### src/rtl/instr_sequencer.sv
// Issuing side of the instruction-register load handshake: walks program memory
// 0..LAST_ADDR and hands each byte over with a four-phase ir_ena/ir_ack exchange.
//
// state   | meaning
// IDLE    | after reset, waiting for start
// DRAIN   | waiting for a stale ir_ack left over from before the run to drop
// FETCH   | capture prog_data into ir_data and raise ir_ena
// ISSUE   | ir_ena/ir_data held until ir_ack rises
// RELEASE | ir_ena low, waiting for ir_ack to fall, then advance or finish
// DONE    | run finished (last address or halt), waiting for start
// ERROR   | ir_ack edge never arrived within TIMEOUT cycles, waiting for start
module instr_sequencer #(
    parameter int ADDR_W    = 4,
    parameter int LAST_ADDR = 15,
    parameter int TIMEOUT   = 8
) (
    input  logic              clk,
    input  logic              rst,
    input  logic              start,
    input  logic              halt_req,
    input  logic [7:0]        prog_data,
    output logic [ADDR_W-1:0] prog_addr,
    output logic [7:0]        ir_data,
    output logic              ir_ena,
    input  logic              ir_ack,
    output logic              busy,
    output logic              done,
    output logic              err_timeout,
    output logic [ADDR_W:0]   issued
);

    localparam int CNT_W = $clog2(TIMEOUT + 1);
    localparam logic [CNT_W-1:0]  TIMEOUT_C = CNT_W'(TIMEOUT);
    localparam logic [ADDR_W-1:0] LAST_C    = ADDR_W'(LAST_ADDR);

    typedef enum logic [2:0] {
        IDLE,
        DRAIN,
        FETCH,
        ISSUE,
        RELEASE,
        DONE,
        ERROR
    } state_t;

    state_t            state_q, state_d;
    logic [ADDR_W-1:0] prog_addr_q, prog_addr_d;
    logic [7:0]        ir_data_q, ir_data_d;
    logic              ir_ena_q, ir_ena_d;
    logic [ADDR_W:0]   issued_q, issued_d;
    logic [CNT_W-1:0]  cnt_q, cnt_d;
    logic [CNT_W-1:0]  cnt_inc;
    logic              cnt_expired;

    assign cnt_inc     = cnt_q + 1'b1;
    assign cnt_expired = (cnt_inc == TIMEOUT_C);

    always_comb begin
        state_d     = state_q;
        prog_addr_d = prog_addr_q;
        ir_data_d   = ir_data_q;
        ir_ena_d    = ir_ena_q;
        issued_d    = issued_q;
        cnt_d       = cnt_q;

        case (state_q)
            IDLE, DONE, ERROR: begin
                ir_ena_d = 1'b0;
                if (start) begin
                    prog_addr_d = '0;
                    issued_d    = '0;
                    cnt_d       = '0;
                    state_d     = DRAIN;
                end
            end

            DRAIN: begin
                ir_ena_d = 1'b0;
                if (!ir_ack) begin
                    state_d = FETCH;
                end else begin
                    cnt_d = cnt_inc;
                    if (cnt_expired) begin
                        state_d = ERROR;
                    end
                end
            end

            FETCH: begin
                ir_data_d = prog_data;
                ir_ena_d  = 1'b1;
                cnt_d     = '0;
                state_d   = ISSUE;
            end

            ISSUE: begin
                if (ir_ack) begin
                    ir_ena_d = 1'b0;
                    issued_d = issued_q + 1'b1;
                    cnt_d    = '0;
                    state_d  = RELEASE;
                end else begin
                    cnt_d = cnt_inc;
                    if (cnt_expired) begin
                        ir_ena_d = 1'b0;
                        state_d  = ERROR;
                    end
                end
            end

            RELEASE: begin
                ir_ena_d = 1'b0;
                if (!ir_ack) begin
                    // halt is honoured only here so an in-flight handshake always completes
                    if ((prog_addr_q == LAST_C) || halt_req) begin
                        state_d = DONE;
                    end else begin
                        prog_addr_d = prog_addr_q + 1'b1;
                        state_d     = FETCH;
                    end
                end else begin
                    cnt_d = cnt_inc;
                    if (cnt_expired) begin
                        state_d = ERROR;
                    end
                end
            end

            default: begin
                ir_ena_d = 1'b0;
                state_d  = IDLE;
            end
        endcase
    end

    always_ff @(posedge clk) begin
        if (!rst) begin
            state_q     <= IDLE;
            prog_addr_q <= '0;
            ir_data_q   <= 8'h00;
            ir_ena_q    <= 1'b0;
            issued_q    <= '0;
            cnt_q       <= '0;
        end else begin
            state_q     <= state_d;
            prog_addr_q <= prog_addr_d;
            ir_data_q   <= ir_data_d;
            ir_ena_q    <= ir_ena_d;
            issued_q    <= issued_d;
            cnt_q       <= cnt_d;
        end
    end

    assign prog_addr   = prog_addr_q;
    assign ir_data     = ir_data_q;
    assign ir_ena      = ir_ena_q;
    assign issued      = issued_q;
    assign busy        = (state_q == DRAIN) || (state_q == FETCH) ||
                         (state_q == ISSUE) || (state_q == RELEASE);
    assign done        = (state_q == DONE);
    assign err_timeout = (state_q == ERROR);

endmodule
### config.mk
export PLATFORM = sky130hd
export DESIGN_NAME = instr_sequencer
export DESIGN_NICKNAME = d
export VERILOG_FILES = /design/src/rtl/instr_sequencer.sv
export SDC_FILE = /design/constraint.sdc
export NUM_CORES = 1
export LEC_CHECK = 0
export CAP_MARGIN = 5
export CORE_AREA = 2 2 50 75
export DETAILED_ROUTE_END_ITERATION = 7
export DIE_AREA = 0 0 52 77
export DONT_BUFFER_PORTS = 1
export SETUP_SLACK_MARGIN = 0.1
export SYNTH_ARGS = -nofsm -noshare
export SYNTH_HDL_FRONTEND = slang
export SYNTH_SLANG_ARGS = --single-unit
### constraint.sdc
create_clock -name clk -period 1.65 [get_ports clk]
set_input_delay 0.495 -clock clk [delete_from_list [all_inputs] [get_ports clk]]
set_output_delay 0.495 -clock clk [all_outputs]
set_load 0.02 [all_outputs]
Word level (Yosys, flattened, before mapping)
Cells that the tools add are included.
{"block": "word_totals", "input_bits": 13, "out_inout_bits": 21, "reg_bits": 25, "latch_bits": 0, "mem_bits_ro": 0, "word_cells": 56, "ramBits": 0, "memories": 0}
{"block": "classes", "n_reduce_logical": 13, "mul": 0, "n_shift": 0, "n_addsub": 3, "order_cmp": 0, "muxes": 20, "eq_ne": 14, "n_bitwise": 0, "div": 0}
{"op": "2-to-1 mux 4 bit", "n": 5}
{"op": "2-to-1 mux 3 bit", "n": 6}
{"op": "case mux 4 bit (4 select lines)", "n": 1}
{"op": "case mux 3 bit (5 select lines)", "n": 1}
{"op": "2-to-1 mux 5 bit", "n": 2}
{"op": "case mux 5 bit (2 select lines)", "n": 1}
{"op": "equality test 3 bit (second input constant)", "n": 3}
{"op": "adder 4 x 1 -> 4 bit (second input constant)", "n": 2}
{"op": "equality test 4 bit (second input constant)", "n": 2}
{"op": "!= test 2 bit (second input constant)", "n": 4}
{"op": "case mux 4 bit (2 select lines)", "n": 1}
{"op": "equality test 3 x 2 -> 1 bit (second input constant)", "n": 2}
{"op": "AND reduction 3 bit", "n": 2}
{"op": "adder 5 x 1 -> 5 bit (second input constant)", "n": 1}
{"op": "logical OR 1 bit", "n": 4}
{"op": "AND reduction 4 bit", "n": 1}
{"op": "nonzero test 2 bit", "n": 2}
{"op": "nonzero test 4 bit", "n": 1}
{"op": "equality test 3 x 1 -> 1 bit (second input constant)", "n": 1}
{"op": "logical NOT 3 bit", "n": 1}
{"op": "!= test 3 bit (second input constant)", "n": 1}
{"op": "OR reduction 3 bit", "n": 1}
{"op": "2-to-1 mux 1 bit", "n": 2}
{"op": "!= test 2 x 1 -> 1 bit (second input constant)", "n": 1}
{"op": "2 further kinds", "n": 2}

Depth between registers and ports, before layout
Gate-level depths: netlist (run 1).
{"block": "depth", "ltp_word": 5, "ltp_mapped": 6, "depth_no_buf": 5}

Worst setup path before layout (run 1)
No wires, ideal clock.
{"block": "synth_timing", "path_type": "reg-to-reg", "start": "register prog_addr_q[0] (netlist: prog_addr[0])", "end": "register prog_addr_q[3] (netlist: prog_addr[3])", "arrival_ns": 1.784, "n_path_buf": 0, "setup_ns": 0.070, "path_slack_ns": -0.204, "synth_period_minus_slack_ns": 1.854, "required_time_ns": 1.580, "path_stages_with_launch": 6, "cell_sequence": "dfxtp_1 ha_1 a311oi_4 a211oi_2 or4_1 a21boi_1"}
{"block": "synth_between", "elab_chain_cells": 4, "word_cells_on_any_way": 8, "cone_classes": "1 x add/sub; 2 x eq/ne; 3 x mux; 2 x reduce/logical"}
{"element": "start: declaration", "line_no": "47", "rtl": "logic [ADDR_W-1:0] prog_addr_q, prog_addr_d;"}
{"element": "start signal: assignment", "line_no": "146", "rtl": "prog_addr_q <= prog_addr_d;"}
{"element": "adder 4 x 1 -> 4 bit / equality test 4 bit (equally long branches)", "line_no": "118, 115"}
{"element": "2-to-1 mux 4 bit / logical OR 1 bit (equally long branches)", "line_no": "115", "rtl": "if ((prog_addr_q == LAST_C) || halt_req) begin"}
{"element": "2-to-1 mux 4 bit / != test 2 bit (equally long branches)"}
{"element": "case mux 4 bit (2 select lines) / AND reduction 4 bit (equally long branches)"}
Parallel ways exist; a longest one is shown, timed or not. The select of a mux whose other input is x is not followed.
A chain may end at the register's enable or synchronous reset.

Worst setup path after layout (run 1)
{"block": "layout_timing", "start": "register state_q[2]", "end": "register prog_addr_q[3] (netlist: prog_addr[3])"}
{"block": "layout_between", "elab_chain_cells": 4, "word_cells_on_any_way": 11, "cone_classes": "6 x eq/ne; 1 x mux; 4 x reduce/logical"}
{"element": "start: declaration", "line_no": "46", "rtl": "state_t state_q, state_d;"}
{"element": "start signal: assignment", "line_no": "145", "rtl": "state_q <= state_d;"}
{"element": "equality test 3 bit / logical NOT 3 bit (equally long branches)", "line_no": "66", "rtl": "case (state_q)"}
{"element": "OR reduction 3 bit", "line_no": "66"}
{"element": "!= test 2 bit (no line) / nonzero test 2 bit (equally long branches)"}
{"element": "AND reduction 4 bit (no line)"}
Parallel ways exist; a longest one is shown, timed or not.

==> results.yml, run 1 <==
min_path:
  holdPathEnd: "ir_data[1]$_SDFFE_PN0P_"
  min_from: "prog_data[1]"
  hold_depth: 2
  hold_class: "input port to flop"
floorplanning:
  dieWidth_um: 52
  std_cell_rows: 26
  core_area_sq_um: 3350
  die_area_sq_um: 4000
  fp.dieH_um: 77
  ioPinCount: 34
  start_util: 0.429
detailed_routing:
  drtIter0Drc: 27
  ant_nets: 0
  vias_per_cell: 5.75
  first_pass_iters: 4
  drt_wl_total_um: 3730
  vias: 1329
  wl_per_cell_um: 16.1
  drc_errors: 0
final_layout:
  final_nets: 206
  drive_gt1_frac: 0.323
  area_delta_synth_final_pct: 31.5
  final_util: 0.564
  n_antenna_cell: 0
  fin_cells: 231
  fillers: 296
critical_path:
  cp_data_required_time_ns: 1.86
  r2r_start: "state_q[2]$_SDFFE_PN0P_"
  r2r_cells: 5
  path_class: "flop to flop"
  crit_path_end_kind: "flop"
  crit_path_cell_trace: "buf_12 > clkinv_1 > maj3_2 > or4_1 > a21boi_1"
  cp_top_family: "simple AND/OR/NAND/NOR gates"
  start_kind: "flop"
  slowest_delay_ns: 0.47
  timing.rr.end: "prog_addr[3]$_SDFFE_PN0P_"
  arrival_ns: 1.80
  r2r_slack_ns: 0.06
  path_max_fanout: 8
  crit_buf_inv: 2
  worst_path_max_delay_cell: "or4_1"
synth:
  synthArstFlopShare: 0
  ys_types: 45
  synth.ff_latch_count: 25
  synth_top_flop_cell: "dfxtp_1"
  syn_avg_cell_area_sq_um: 8.77
  synth_common_cells: "dfxtp_1, a21oi_1, mux2i_1, nor2_1"
  synth.area.top_cells: "dfxtp_1, mux2i_1, a21oi_1"
  synth_top_cell_by_area: "dfxtp_1"
  syn_area_sq_um: 1440
  ys_warn_count: 0
  synth_enable_flop_cells: 0
  synth_fp_nets: 180
  yosysMostFrequentCell: "dfxtp_1"
  synth.top_cell.area_share: 0.348
  syn-instance-count: 164
  synth_seq_area_share: 0.348
clock_tree:
  clock_sinks: 25
  clk_pin_slew_ns: 0.09
  root_buffer: "clkbuf_8"
  clock_path_buffers: 2
  h-tree-depth: 1
  ctsHoldBuffers: 0
  numCtsBuffers: 3
  cts_tree: "built"
  worst_skew_pair.late_latency_ns: 0.27
global_route:
  grt_pass1_vias: 1424
  grt_start_max_net_pins: 16
  grt_usage: 0.197
  grt_first_pass_wirelength_um: 6160
  met2_usage: 0.385
  met3_usage: 0.0370
  gr-total-overflow: 0
  use_met1: 0.199
  busiest_layer: "met2"
  antenna_found_initial: 0
outcome:
  status: "complete, no violations"
sta:
  clock_skew_ns: 0.00609
  finalHoldViolCount: 0
  relSlewSlack: 0.763
  min_period_ns: 1.59
  period_share: 0.967
  rsz0062_at_grt: "yes"
  worst_slack_ns: 0.0551
  fmax_mhz: 627
  worst_slew_pin_slew_ns: 0.355
  maxSlewViolCount: 0
  setup_viol: 0
place:
  gp_congestion: 0.833
  post-place-cells: 217
  portBuffers: 0
  hpwl_um: 2560
  place_ws_ns: -0.00896
power_and_ir_drop:
  power.total_mw: 1.31
  vdd_drop_max_uv: 520
  p_leak_nw: 0.700
  p_per_area_nw_per_um2: 695
flow_run:
  drv_cap: 0
## placed cells by master, fill, tap and decap left out, drive strengths merged, types with 6 or more instances in the layout
| cell type | instances |
|---|---|
| a21oi | 15 |
| buf | 30 |
| nand2 | 8 |
| o21ai | 7 |
| nand2b | 8 |
| nor2 | 13 |
| mux2i | 14 |
| inv | 6 |
| dfxtp | 25 |
| nand3 | 7 |
## worst reg2reg max path, stage by stage (launching register included)
cell	delay [ns]
dfxtp_2	0.36
buf_12	0.13
clkinv_1	0.09
maj3_2	0.36
or4_1	0.47
a21boi_1	0.12
## cell families (layout without fill, tap and decap cells)
family / count (synthesis) / count (layout) / share of synthesized area
xor+xnor: 2 / 2 / 0.0122
fa+ha+maj: 4 / 4 / 0.0339
simple gates: 55 / 55 / 0.209
buf+inv: 17 / 42 / 0.0592
compound gates: 47 / 47 / 0.240
mux: 14 / 14 / 0.0975
flops: 25 / 25 / 0.348
## where the power goes
part	internal [mW]	total [mW]	switching [mW]	leakage [nW]
Combinational	0.144	0.288	0.144	0.469
Clock	0.169	0.372	0.203	0.0255
Sequential	0.619	0.654	0.0349	0.205
## registers in the layout (all words and copies together), names as in the netlist
name / cells
ir_data: 8
issued: 5
cnt_q: 4
prog_addr: 4
state_q: 3
ir_ena: 1
## metrics by stage
| stage | cell area (sq um) | hold WS, ns | setup TNS, ns |
|---|---|---|---|
| final | 1890 | 0.374 | 0 |
| after global routing | 1890 | 0.374 | -0.00199 |
| after CTS | 1850 | 0.378 | 0 |
| after detailed placement | 1650 | 0.520 | -0.00896 |
| after global placement | 1650 | 0.508 | 0 |
| after floorplan | 1480 | 0.481 | 0 |
## routing by layer
layer / part of all wire / vias to the layer above
li1: - / 653
met2: 0.57 / 37
met5: 0 / -
met3: 0.041 / 5
met4: 0.0091 / 0
met1: 0.38 / 634
## final cells by class
type	count	area, sq um	share of cell area
Multi-Input combinational cell	122	953	0.504
Timing Repair Buffer	31	298	0.158
Sequential cell	25	514	0.272
Inverter	7	26.3	0.0139
Tap cell	42	52.6	0.0278
Clock inverter	1	5.00	0.00265
Clock buffer	3	41.3	0.0218
## worst max path at each step
stage | slack, ns | startpoint | end | cells past startpoint
3_5_place_dp | -0.009 | state_q[0]$_SDFFE_PN0P_ | cnt_q[2]$_SDFFE_PN0P_ | 5
3_3_place_gp | 0.05 | state_q[0]$_SDFFE_PN0P_ | cnt_q[2]$_SDFFE_PN0P_ | 5
4_1_cts | 0.06 | state_q[2]$_SDFFE_PN0P_ | err_timeout | 3
5_1_grt | -0.002 | prog_addr[0]$_SDFFE_PN0P_ | prog_addr[3]$_SDFFE_PN0P_ | 5
2_1_floorplan | 0.04 | start | prog_addr[3]$_SDFFE_PN0P_ | 5
6_report | 0.06 | state_q[2]$_SDFFE_PN0P_ | prog_addr[3]$_SDFFE_PN0P_ | 5
## timing repair
action                     in CTS  in global routing
setup endpoints to repair      14                 15
resized for setup              17                 10
buffers inserted                8                  1
pin swaps                       5                  5
gates cloned                    1                  0
No activity file was read; power rests on OpenSTA's default activity.
==> run 2: changes to the inputs <==
clock period = 1.4 ns   (was 1.65 ns; I/O delays follow)
==> run 2 against run 1 <==
Against the previous run: the run now ends with negative setup slack left; sequential power up 17%; clock power up 16%; count of clock-buffer cells in the layout up 1; combinational power up 58%; wire length up 6.8%; utilization up 7.4 points; worst hold slack worse by 0.078 ns; global-route usage up 1.3 points; die area unchanged; register-to-register slack worse by 0.20 ns; sequential share of layout area down 2.8 points; clock skew down 0.0017 ns; highest routed layer unchanged.
==> results.yml, run 2 (synthesis results as in run 1) <==
sta:
  setup_viol: 16
  fmax_mhz: 629
  worst_slew_pin_slew_ns: 0.322
  finalHoldViolCount: 0
  clock_skew_ns: 0.00436
  maxSlewViolCount: 0
  whs_ns: 0.297
  min_period_ns: 1.59
  worst_slack_ns: -0.190
  period_share: 1.14
  setup_tns_ns: -1.54
  relSlewSlack: 0.785
  rsz0062_at_grt: "yes"
clock_tree:
  clock_sinks: 25
  h-tree-depth: 1
  root_buffer: "clkbuf_8"
  clock_path_buffers: 2
  numCtsBuffers: 3
  ctsHoldBuffers: 0
  cts_tree: "built"
  worst_skew_pair.late_latency_ns: 0.27
  clk_pin_slew_ns: 0.09
place:
  place_ws_ns: -0.140
  post-place-cells: 232
  post_dp_cell_area_sq_um: 1820
  hpwl_um: 2900
  gp_congestion: 0.822
  portBuffers: 0
final_layout:
  layout_common_cells: "buf_4, dfxtp_1, mux2i_1, buf_6, nor2_1"
  final_util: 0.638
  final_nets: 222
  multiInputGateArea_sq_um: 1060
  area_delta_synth_final_pct: 48.7
  fin_cells: 247
  largest_reg_flops: 8
  n_antenna_cell: 0
  drive_gt1_frac: 0.463
  layout.cells.most_common: "buf_4"
  final_area_sq_um: 2140
  seqCellArea_sq_um: 522
  fillers: 268
critical_path:
  r2r_start: "state_q[0]$_SDFFE_PN0P_"
  r2r_cells: 4
  path_max_fanout: 6
  cp_data_required_time_ns: 0.98
  r2r_slack_ns: -0.14
  timing.rr.end: "prog_addr[3]$_SDFFE_PN0P_"
  crit_path_end_kind: "output port"
  startpoint: "state_q[0]$_SDFFE_PN0P_"
  arrival_ns: 1.17
  start_kind: "flop"
  crit_path_end: "busy"
  path_class: "flop to output port"
detailed_routing:
  ant_nets: 0
  drt_wl_total_um: 3980
  vias_per_cell: 5.55
  drtIter0Drc: 19
  vias: 1370
  wl_per_cell_um: 16.1
  drc_errors: 0
  first_pass_iters: 4
power_and_ir_drop:
  p_int_mw: 1.18
  vdd_drop_max_uv: 719
  switching_share: 0.287
  pwr-share-seq: 0.464
  power.total_mw: 1.65
  power.share.clock: 0.261
  p_comb_frac: 0.275
  p_per_area_nw_per_um2: 773
  p_sw_mw: 0.474
  p_leak_nw: 0.787
global_route:
  grt_start_max_net_pins: 14
  antenna_found_initial: 0
  gr-total-overflow: 0
  grt_first_pass_wirelength_um: 6620
  grt_pass1_vias: 1466
  grt_usage: 0.210
floorplanning:
  dieWidth_um: 52
  core_area_sq_um: 3350
  start_util: 0.429
  die_area_sq_um: 4000
  std_cell_rows: 26
  fp.dieH_um: 77
  ioPinCount: 34
outcome:
  status: "finished with violations"
  violations: "negative setup slack"
min_path:
  hold_class: "input port to flop"
flow_run:
  drv_cap: 0
## run 2: cell count changes in the layout (fill, tap and decap cells not counted), moves of 3 or more
cell	delta
buf_4	+9
buf_6	+8
dfxtp_1	-4
a21oi_1	-3
a21oi_2	+3
dfxtp_2	+3
## run 2: cell type report
class,count,area share
sequential,25,0.244
timing repair buffer,47,0.198
multi-input combinational,122,0.498
tap,42,0.0246
clock buffer,4,0.0211
inverter,7,0.0141
## run 2: worst min-delay path by stage
stage,to,start,depth (start not counted)
3_5_place_dp,cnt_q[0]$_SDFFE_PN0P_,cnt_q[0]$_SDFFE_PN0P_,2
5_1_grt,ir_data[1]$_SDFFE_PN0P_,prog_data[1],2
2_1_floorplan,cnt_q[1]$_SDFFE_PN0P_,cnt_q[1]$_SDFFE_PN0P_,2
4_1_cts,ir_data[1]$_SDFFE_PN0P_,prog_data[1],2
3_3_place_gp,cnt_q[1]$_SDFFE_PN0P_,cnt_q[1]$_SDFFE_PN0P_,2
6_report,ir_data[0]$_SDFFE_PN0P_,prog_data[0],2
## run 2: worst max-delay path, stage by stage (launching register included)
cell,delay (ns)
dfxtp_4,0.37
buf_6,0.12
buf_6,0.11
nor2_4,0.14
xnor2_4,0.16
## run 2: metal layers
metal / vias up / global-route usage / share of wire
li1: 680 / - / -
met1: 648 / 0.248 / 0.41
met2: 35 / 0.356 / 0.53
met3: 7 / 0.0467 / 0.048
met4: 0 / 0.0816 / 0.013
met5: - / 0 / 0
## run 2: repair_timing
item / 4_1_cts / 5_1_grt
gates cloned: 1 / 0
setup buffers: 6 / 4
gates resized for setup: 28 / 23
endpoints found under the setup margin: 20 / 30
hold endpoints to repair: 0 / 0
pin swaps: 12 / 10
## run 2: power groups by stage
| stage | combinational, mW | clock (mW) | sequential (mW) |
|---|---|---|---|
| after floorplan | 0.253 | 0 | 0.774 |
| after global placement | 0.335 | 0 | 0.781 |
| after detailed placement | 0.345 | 0 | 0.782 |
| after CTS | 0.406 | 0.446 | 0.766 |
| after global routing | 0.491 | 0.472 | 0.769 |
| final | 0.454 | 0.432 | 0.766 |
